[src/rtl/lr_regfile.sv]
// LR35902 register file + flags: comb reads of A/B/F ports, write-back/pointer updates at clk; strobes only, no backpressure.
// Optional `LR_REGFILE_BYPASS_EN` forwards the same-cycle write value to the read ports and flag output.
module lr_regfile #(
  parameter logic [15:0] PC_RESET = 16'h0000,
  parameter logic [15:0] SP_RESET = 16'hFFFE
) (
  input  logic        clk,
  input  logic        rst,
  input  logic [3:0]  ra_sel,
  input  logic [3:0]  rb_sel,
  output logic [15:0] a,
  output logic [15:0] b,
  output logic [3:0]  f,
  input  logic        we,
  input  logic [3:0]  wsel,
  input  logic [15:0] wd,
  input  logic [3:0]  fwe,
  input  logic [3:0]  nf,
  input  logic        pc_inc,
  input  logic        sp_inc,
  input  logic        sp_dec,
  input  logic        hl_inc,
  input  logic        hl_dec
);

  logic [7:0]  reg_a, reg_b, reg_c, reg_d, reg_e, reg_h, reg_l;
  logic [3:0]  flags;
  logic [15:0] sp, pc;

  logic [7:0]  a_nx, b_nx, c_nx, d_nx, e_nx, h_nx, l_nx;
  logic [3:0]  flags_nx;
  logic [15:0] sp_nx, pc_nx;
  logic [15:0] hl_step, sp_step;
  logic [15:0] rdv [16];

  // Pointer steps first; a same-cycle write then overrides only the bytes it targets.
  always_comb begin
    hl_step = {reg_h, reg_l};
    if (hl_inc && !hl_dec)
      hl_step = hl_step + 16'd1;
    else if (hl_dec && !hl_inc)
      hl_step = hl_step - 16'd1;

    sp_step = sp;
    if (sp_inc && !sp_dec)
      sp_step = sp + 16'd1;
    else if (sp_dec && !sp_inc)
      sp_step = sp - 16'd1;

    a_nx = reg_a;
    b_nx = reg_b;
    c_nx = reg_c;
    d_nx = reg_d;
    e_nx = reg_e;
    h_nx = hl_step[15:8];
    l_nx = hl_step[7:0];
    sp_nx = sp_step;
    pc_nx = pc_inc ? pc + 16'd1 : pc;
    // Per-bit select keeps an X on a masked-off nf bit out of the held flag.
    for (int i = 0; i < 4; i++)
      flags_nx[i] = fwe[i] ? nf[i] : flags[i];

    if (we) begin
      case (wsel)
        4'd0:  b_nx = wd[7:0];
        4'd1:  c_nx = wd[7:0];
        4'd2:  d_nx = wd[7:0];
        4'd3:  e_nx = wd[7:0];
        4'd4:  h_nx = wd[7:0];
        4'd5:  l_nx = wd[7:0];
        4'd6:  a_nx = wd[7:0];
        4'd7:  flags_nx = wd[7:4];
        4'd8:  {b_nx, c_nx} = wd;
        4'd9:  {d_nx, e_nx} = wd;
        4'd10: {h_nx, l_nx} = wd;
        4'd11: begin
          a_nx     = wd[15:8];
          flags_nx = wd[7:4];
        end
        4'd12: sp_nx = wd;
        4'd13: pc_nx = wd;
        default: ;
      endcase
    end
  end

  always_ff @(posedge clk) begin
    if (rst) begin
      reg_a <= 8'h00;
      reg_b <= 8'h00;
      reg_c <= 8'h00;
      reg_d <= 8'h00;
      reg_e <= 8'h00;
      reg_h <= 8'h00;
      reg_l <= 8'h00;
      flags <= 4'h0;
      sp    <= SP_RESET;
      pc    <= PC_RESET;
    end else begin
      reg_a <= a_nx;
      reg_b <= b_nx;
      reg_c <= c_nx;
      reg_d <= d_nx;
      reg_e <= e_nx;
      reg_h <= h_nx;
      reg_l <= l_nx;
      flags <= flags_nx;
      sp    <= sp_nx;
      pc    <= pc_nx;
    end
  end

  always_comb begin
    rdv[0]  = {8'h00, reg_b};
    rdv[1]  = {8'h00, reg_c};
    rdv[2]  = {8'h00, reg_d};
    rdv[3]  = {8'h00, reg_e};
    rdv[4]  = {8'h00, reg_h};
    rdv[5]  = {8'h00, reg_l};
    rdv[6]  = {8'h00, reg_a};
    rdv[7]  = {8'h00, flags, 4'h0};
    rdv[8]  = {reg_b, reg_c};
    rdv[9]  = {reg_d, reg_e};
    rdv[10] = {reg_h, reg_l};
    rdv[11] = {reg_a, flags, 4'h0};
    rdv[12] = sp;
    rdv[13] = pc;
    rdv[14] = 16'h0000;
    rdv[15] = 16'h0000;
  end

`ifdef LR_REGFILE_BYPASS_EN
  logic [15:0] wrv [16];
  logic        fwd_a, fwd_b;

  // Value the selected register would read after this write; reserved selects never match.
  always_comb begin
    for (int i = 0; i < 7; i++)
      wrv[i] = {8'h00, wd[7:0]};
    wrv[7]  = {8'h00, wd[7:4], 4'h0};
    wrv[8]  = wd;
    wrv[9]  = wd;
    wrv[10] = wd;
    wrv[11] = {wd[15:8], wd[7:4], 4'h0};
    wrv[12] = wd;
    wrv[13] = wd;
    wrv[14] = 16'h0000;
    wrv[15] = 16'h0000;
  end

  assign fwd_a = we && (ra_sel == wsel) && (ra_sel[3:1] != 3'b111);
  assign fwd_b = we && (rb_sel == wsel) && (rb_sel[3:1] != 3'b111);
  assign a = fwd_a ? wrv[ra_sel] : rdv[ra_sel];
  assign b = fwd_b ? wrv[rb_sel] : rdv[rb_sel];
  assign f = flags_nx;
`else
  assign a = rdv[ra_sel];
  assign b = rdv[rb_sel];
  assign f = flags;
`endif

endmodule

[config.mk]
export PLATFORM = sky130hd
export DESIGN_NAME = lr_regfile
export DESIGN_NICKNAME = d
export VERILOG_FILES = /design/src/rtl/lr_regfile.sv
export SDC_FILE = /design/constraint.sdc
export NUM_CORES = 1
export LEC_CHECK = 0
export BUFFER_PORTS_ARGS = -buffer_cell sky130_fd_sc_hd__buf_2
export CORE_ASPECT_RATIO = 0.9
export CORE_MARGIN = 4
export CORE_UTILIZATION = 65
export CTS_CLUSTER_SIZE = 40
export DETAILED_ROUTE_END_ITERATION = 7
export HOLD_SLACK_MARGIN = 0.03
export MAX_ROUTING_LAYER = met4
export PLACE_DENSITY = 0.92
export RECOVER_POWER = 25
export SETUP_SLACK_MARGIN = 0.4
export SLEW_MARGIN = 5
export SYNTH_ARGS = -nofsm -noshare
export SYNTH_HDL_FRONTEND = slang
export SYNTH_SLANG_ARGS = --single-unit
[constraint.sdc]
create_clock -name clk -period 3.8 [get_ports clk]
set_input_delay 0.19 -clock clk [delete_from_list [all_inputs] [get_ports clk]]
set_output_delay 0.19 -clock clk [all_outputs]
set_load 0.005 [all_outputs]
Word-level counts from Yosys, hierarchy flattened
Index checks and enable logic that the tools add are counted.

Register bits after elaboration: 92. Latch bits: 0. RAM bits: 0. ROM bits: 0. Input port bits: 44. Output and inout bits: 36. Memories: 0.

$add $sub $neg: 5. Multipliers: 0. Div/mod/pow operators: 0. $lt $le $gt $ge: 2. Equal/unequal tests: 13. Shift operators: 0. Multiplexer cells: 28. Bitwise operators: 2. Reductions and logical operators: 21.

Operator list (count): $mux 16 (13); $bmux 16 s4 (2); $pmux 8 s2 (4); $add 16x1->16 const B (3); $sub 16x1->16 const B (2); $eq 4x4->1 const B (6); $mux 8 (3); $eq 4x3->1 const B (4); $ge 5x5->1 const B (2); $not 4->5 (2); $reduce_and 2->1 (5); $eq 4x2->1 const B (2); $mux 4 (2); $reduce_or 2->1 (4); $reduce_bool 2->1 (3); $eq 4x1->1 const B (1); $logic_and 1x1->1 (4); $logic_not 1->1 (4); $logic_not 4->1 (1); $mux 1 (4).

Logic depth before layout (Yosys ltp)
Word-level depth: 6. Mapped depth: 8. Mapped depth without buffers: 7.

Least setup slack after synthesis
No wires, ideal clock.

Path kind: reg2reg. Start: reg reg_l[2]. End: reg reg_h[1]. Setup time: 74 ps. Data arrival time: 1675 ps. Required time: 3726 ps. Slack: 2051 ps. Stages on the path, launching flop included: 7. Path buffers: 1. Clock period less this slack: 1749 ps. Path through: dfxtp_1 -> clkbuf_1 -> nor4b_2 -> and3b_1 -> a21oi_1 -> or4_1 -> o211ai_2.

Cells in the longest elaborated chain, start to end: 5. Elaborated cells on any way between the ends: 6. Classes of those cells: add/sub: 2; mux: 4.

Ends and longest elaborated chain: start, declared (line 26) `logic [7:0] reg_a, reg_b, reg_c, reg_d, reg_e, reg_h, reg_l;`; start signal, assigned (line 106) `reg_l <= l_nx;`; $sub 16x1->16 (line 42) `hl_step = hl_step - 16'd1;`; $mux 16 (line 41) `else if (hl_dec && !hl_inc)`; $mux 16 (*) (line 39) `if (hl_inc && !hl_dec)`; $pmux 8 s2 (line 64) `case (wsel)`; $mux 8 (*) (line 63) `if (we) begin`; end signal, assigned (line 105) `reg_h <= h_nx;`; end, declared (line 26).

Every way passes the cells marked *; elsewhere a longest branch is shown, timed or not. A chain may end at the register's enable or synchronous reset.

Worst setup path after layout
Start: in wsel[0]. End: reg reg_l[7].

Cells in the longest elaborated chain, start to end: 4. Elaborated cells on any way between the ends: 5. Classes of those cells: eq/ne: 2; mux: 2; reduce/logical: 1.

Ends and longest elaborated chain: start, declared (line 15) `input logic [3:0] wsel,`; $eq 4x4->1 or $eq 4x3->1 (tied branches) (line 64); $reduce_or 2->1 (no line) (*); $mux 8 (*) (line 64); $mux 8 (*) (line 63).

Marked as above.

==> metrics.md <==
| Metric | Value |
|---|---|
| Status | `finished, violations left` |
| Failing checks | `max-capacitance violations, max-slew violations` |
| RePlAce Congestion | `1.03` |
| Global-route wire length before repair | `39600 µm` |
| Cell area after synthesis | `7860 µm²` |
| FF+latch count, synth | `92` |
| Grt ovf | `0` |
| # setup viols final | `0` |
| Type of origin of the critical path | `primary input` |
| Area growth syn-to-layout | `6.40%` |
| # hold bufs at CTS | `0` |
| HPWL Detailed | `18000 µm` |
| Drc violations | `0` |
| Routed len/inst | `23.7 µm` |
| TritonRoute pass-1 iters | `5` |
| Clock tree from TritonCTS | `built` |
| Postcts setup bufs | `0` |
| Final WL | `25600 µm` |
| FMAX | `406 MHz` |
| Critical Path AT | `2.72 ns` |
| Slowest stage cell, crit path | `o21ai_0` |
| Unique masters post-synth | `64` |
| Core ar. | `11600 µm²` |
| Num ports | `80` |
| Pin count of the biggest net entering global routing | `90` |
| Async set-reset flop share out of synthesis | `0%` |
| CTS clk-pin slew, worst paths | `0.06 ns` |
| Share of the synthesized area in the top cell type | `23.4%` |
| Antenna violation net count after detailed routing | `0` |
| Initial Util | `67.7%` |
| Final clock skew | `0.00517 ns` |
| Share of cells above drive strength 1 | `17.3%` |
| Number of synthesized flops with an enable pin | `0` |
| Req. time, crit path | `4.06 ns` |
| Die footprint | `13900 µm²` |
| Seq/Total Area, Yosys | `23.4%` |
| Number of global-route vias before repair | `7158` |
| Tcrit/Tclk final | `64.8%` |
| Drt initial violations | `1075` |
| IO buf count | `79` |
| Worst path cell trace | `clkbuf_1, nor3b_1, o21ai_0, nand2_1, o22ai_1` |
| Initial antenna violation count | `0` |
| Worst min-delay path class | `primary input to flip-flop` |
| Most frequent cell after synthesis | `mux2i_1` |
| Nets | `967` |
| Ys Warns | `0` |
| Synthesized Nets | `972` |
| DR vias/cell | `7.27` |
| Number of buffers created by CTS | `9` |
| Final Hold Fails | `0` |
| Clock root buffer master | `clkbuf_16` |
| Worst path max stage delay | `1.28 ns` |
| Crit path buffers/inverters | `1` |
| Critical path's top delay family | `compound AO/OA/AOI/OAI gates` |
| CP Capture Type | `flip-flop` |
| Clock buffer depth | `2` |
| Commonest cells post-synth | `mux2i_1 (123), nor2_1 (93), dfxtp_1 (92)` |
| Relative slew slack | `-11.3%` |
| Min Clock Period, post-route | `2.46 ns` |
| Main synth FF type | `dfxtp_1` |
| Peak VDD IR | `0.000223 V` |
| Top post-synthesis cells by area | `dfxtp_1 (23%), mux2i_1 (16%), mux4_2 (9.2%)` |
| Setup TNS | `0 ns` |
| Unrepaired setup endpoints after global routing | `no` |
| Fin. max-slew vios | `11` |
| Row cnt | `37` |
| Maxcap violations | `1` |
| Crit Path Max Fanout | `17` |
| Worst Max-Slew Pin Slew | `1.65 ns` |
| Leakage | `3.32 nW` |
| Die H | `112 µm` |
| Die width | `124 µm` |
| Avg Cell Area, Syn | `8.52 µm²` |
| Gate Count Post-Synth | `923` |
| Number of diodes | `0` |
| Post-cts sizing count | `0` |
| Finished Layout Cells | `1079` |
| H-tree depth | `3` |
| Clock sink count | `92` |
| Power per cell area | `331 nW/µm²` |
| Setup Crit Path Kind | `primary input to flip-flop` |
| Via count | `7846` |
| Clock Latency Late Sink | `0.36 ns` |
| GR Util All Layers | `37.6%` |
| Post-Place Cells | `1063` |
| Area leader, netlist | `dfxtp_1` |
final timing paths:
kind	startpoint	to	slack, ns	cells past startpoint
setup / recovery	wsel[0]	reg_l[7]$_SDFF_PP0_	1.34	5
hold / removal	wd[11]	sp[11]$_SDFF_PP1_	0.19	3
setup reg to reg	reg_l[1]$_SDFF_PP0_	reg_h[4]$_SDFF_PP0_	1.72	6
hold reg to reg	reg_b[4]$_SDFFE_PP0P_	reg_b[4]$_SDFFE_PP0P_	0.57	2
worst reg2reg max path: cells and delay by family, from the launching register on:
kind | cells | cell delay (ns)
XOR/XNOR | 1 | 0.15
flip-flops | 1 | 0.56
AND/OR/NAND/NOR | 2 | 0.48
AO/OA/AOI/OAI | 2 | 0.47
adder cells (fa/ha/maj) | 1 | 0.25
logic make-up after synthesis:
group           share of synthesized area, %
fa+ha+maj                              0.796
flops                                   23.4
mux                                     26.4
xor+xnor                                4.46
simple gates                            18.0
compound gates                          20.2
buf+inv                                 6.76
flip-flops by register name, indices dropped and copies added, names as in the netlist, 8 cells and up:
signal and cells:
reg_h 8, reg_l 8, sp 16, reg_a 8, pc 16, reg_b 8, reg_c 8, reg_d 8
reg_e 8
stage by stage:
step	total power [mW]	worst slack, ns	hold slack [ns]	utilization (%)	cell area [µm²]
5_1_grt	2.88	1.10	0.201	72.0	8360
2_1_floorplan	1.64	2.05	0.312	-	7860
3_3_place_gp	1.83	1.52	0.535	69.6	8090
3_5_place_dp	1.85	1.49	0.541	69.6	8090
4_1_cts	2.75	1.48	0.183	72.1	8380
6_report	2.77	1.34	0.189	72.0	8360
routing by layer:
layer | vias to the layer above | global-route usage [%] | wire (µm)
li1 | 3455 | - | -
met5 | - | - | 0
met4 | 0 | 19.3 | 1520
met3 | 143 | 11.3 | 3410
met2 | 611 | 53.8 | 11000
met1 | 3637 | 47.9 | 9650
power breakdown:
group | leakage [nW] | internal, mW | total [mW] | switching [mW]
Combinational | 2.42 | 0.310 | 0.699 | 0.389
Clock | 0.147 | 0.511 | 0.907 | 0.396
Sequential | 0.749 | 1.02 | 1.16 | 0.140
Total | 3.32 | 1.84 | 2.77 | 0.926
cell usage in the layout, fill, tap and decap left out, drive strengths merged, types with 15 or more instances in the layout:
cell,n
buf,84
dfxtp,92
o21ai,39
a21oi,27
a211oi,44
and2,15
xor2,17
o211ai,18
inv,24
mux4,32
o22ai,31
nand3,17
and3,15
nand2,51
mux2i,123
nor2,93
xnor2,23
layout make-up:
cell class | count | area (µm²)
multi-input cells | 705 | 5500
fillers | 875 | 3260
flip-flops and latches | 92 | 1840
repair buffers | 88 | 454
clock buffers | 10 | 229
well taps | 156 | 195
inverters | 22 | 82.6
clock inverters | 6 | 62.6
Power figures use the tool's default switching activity.
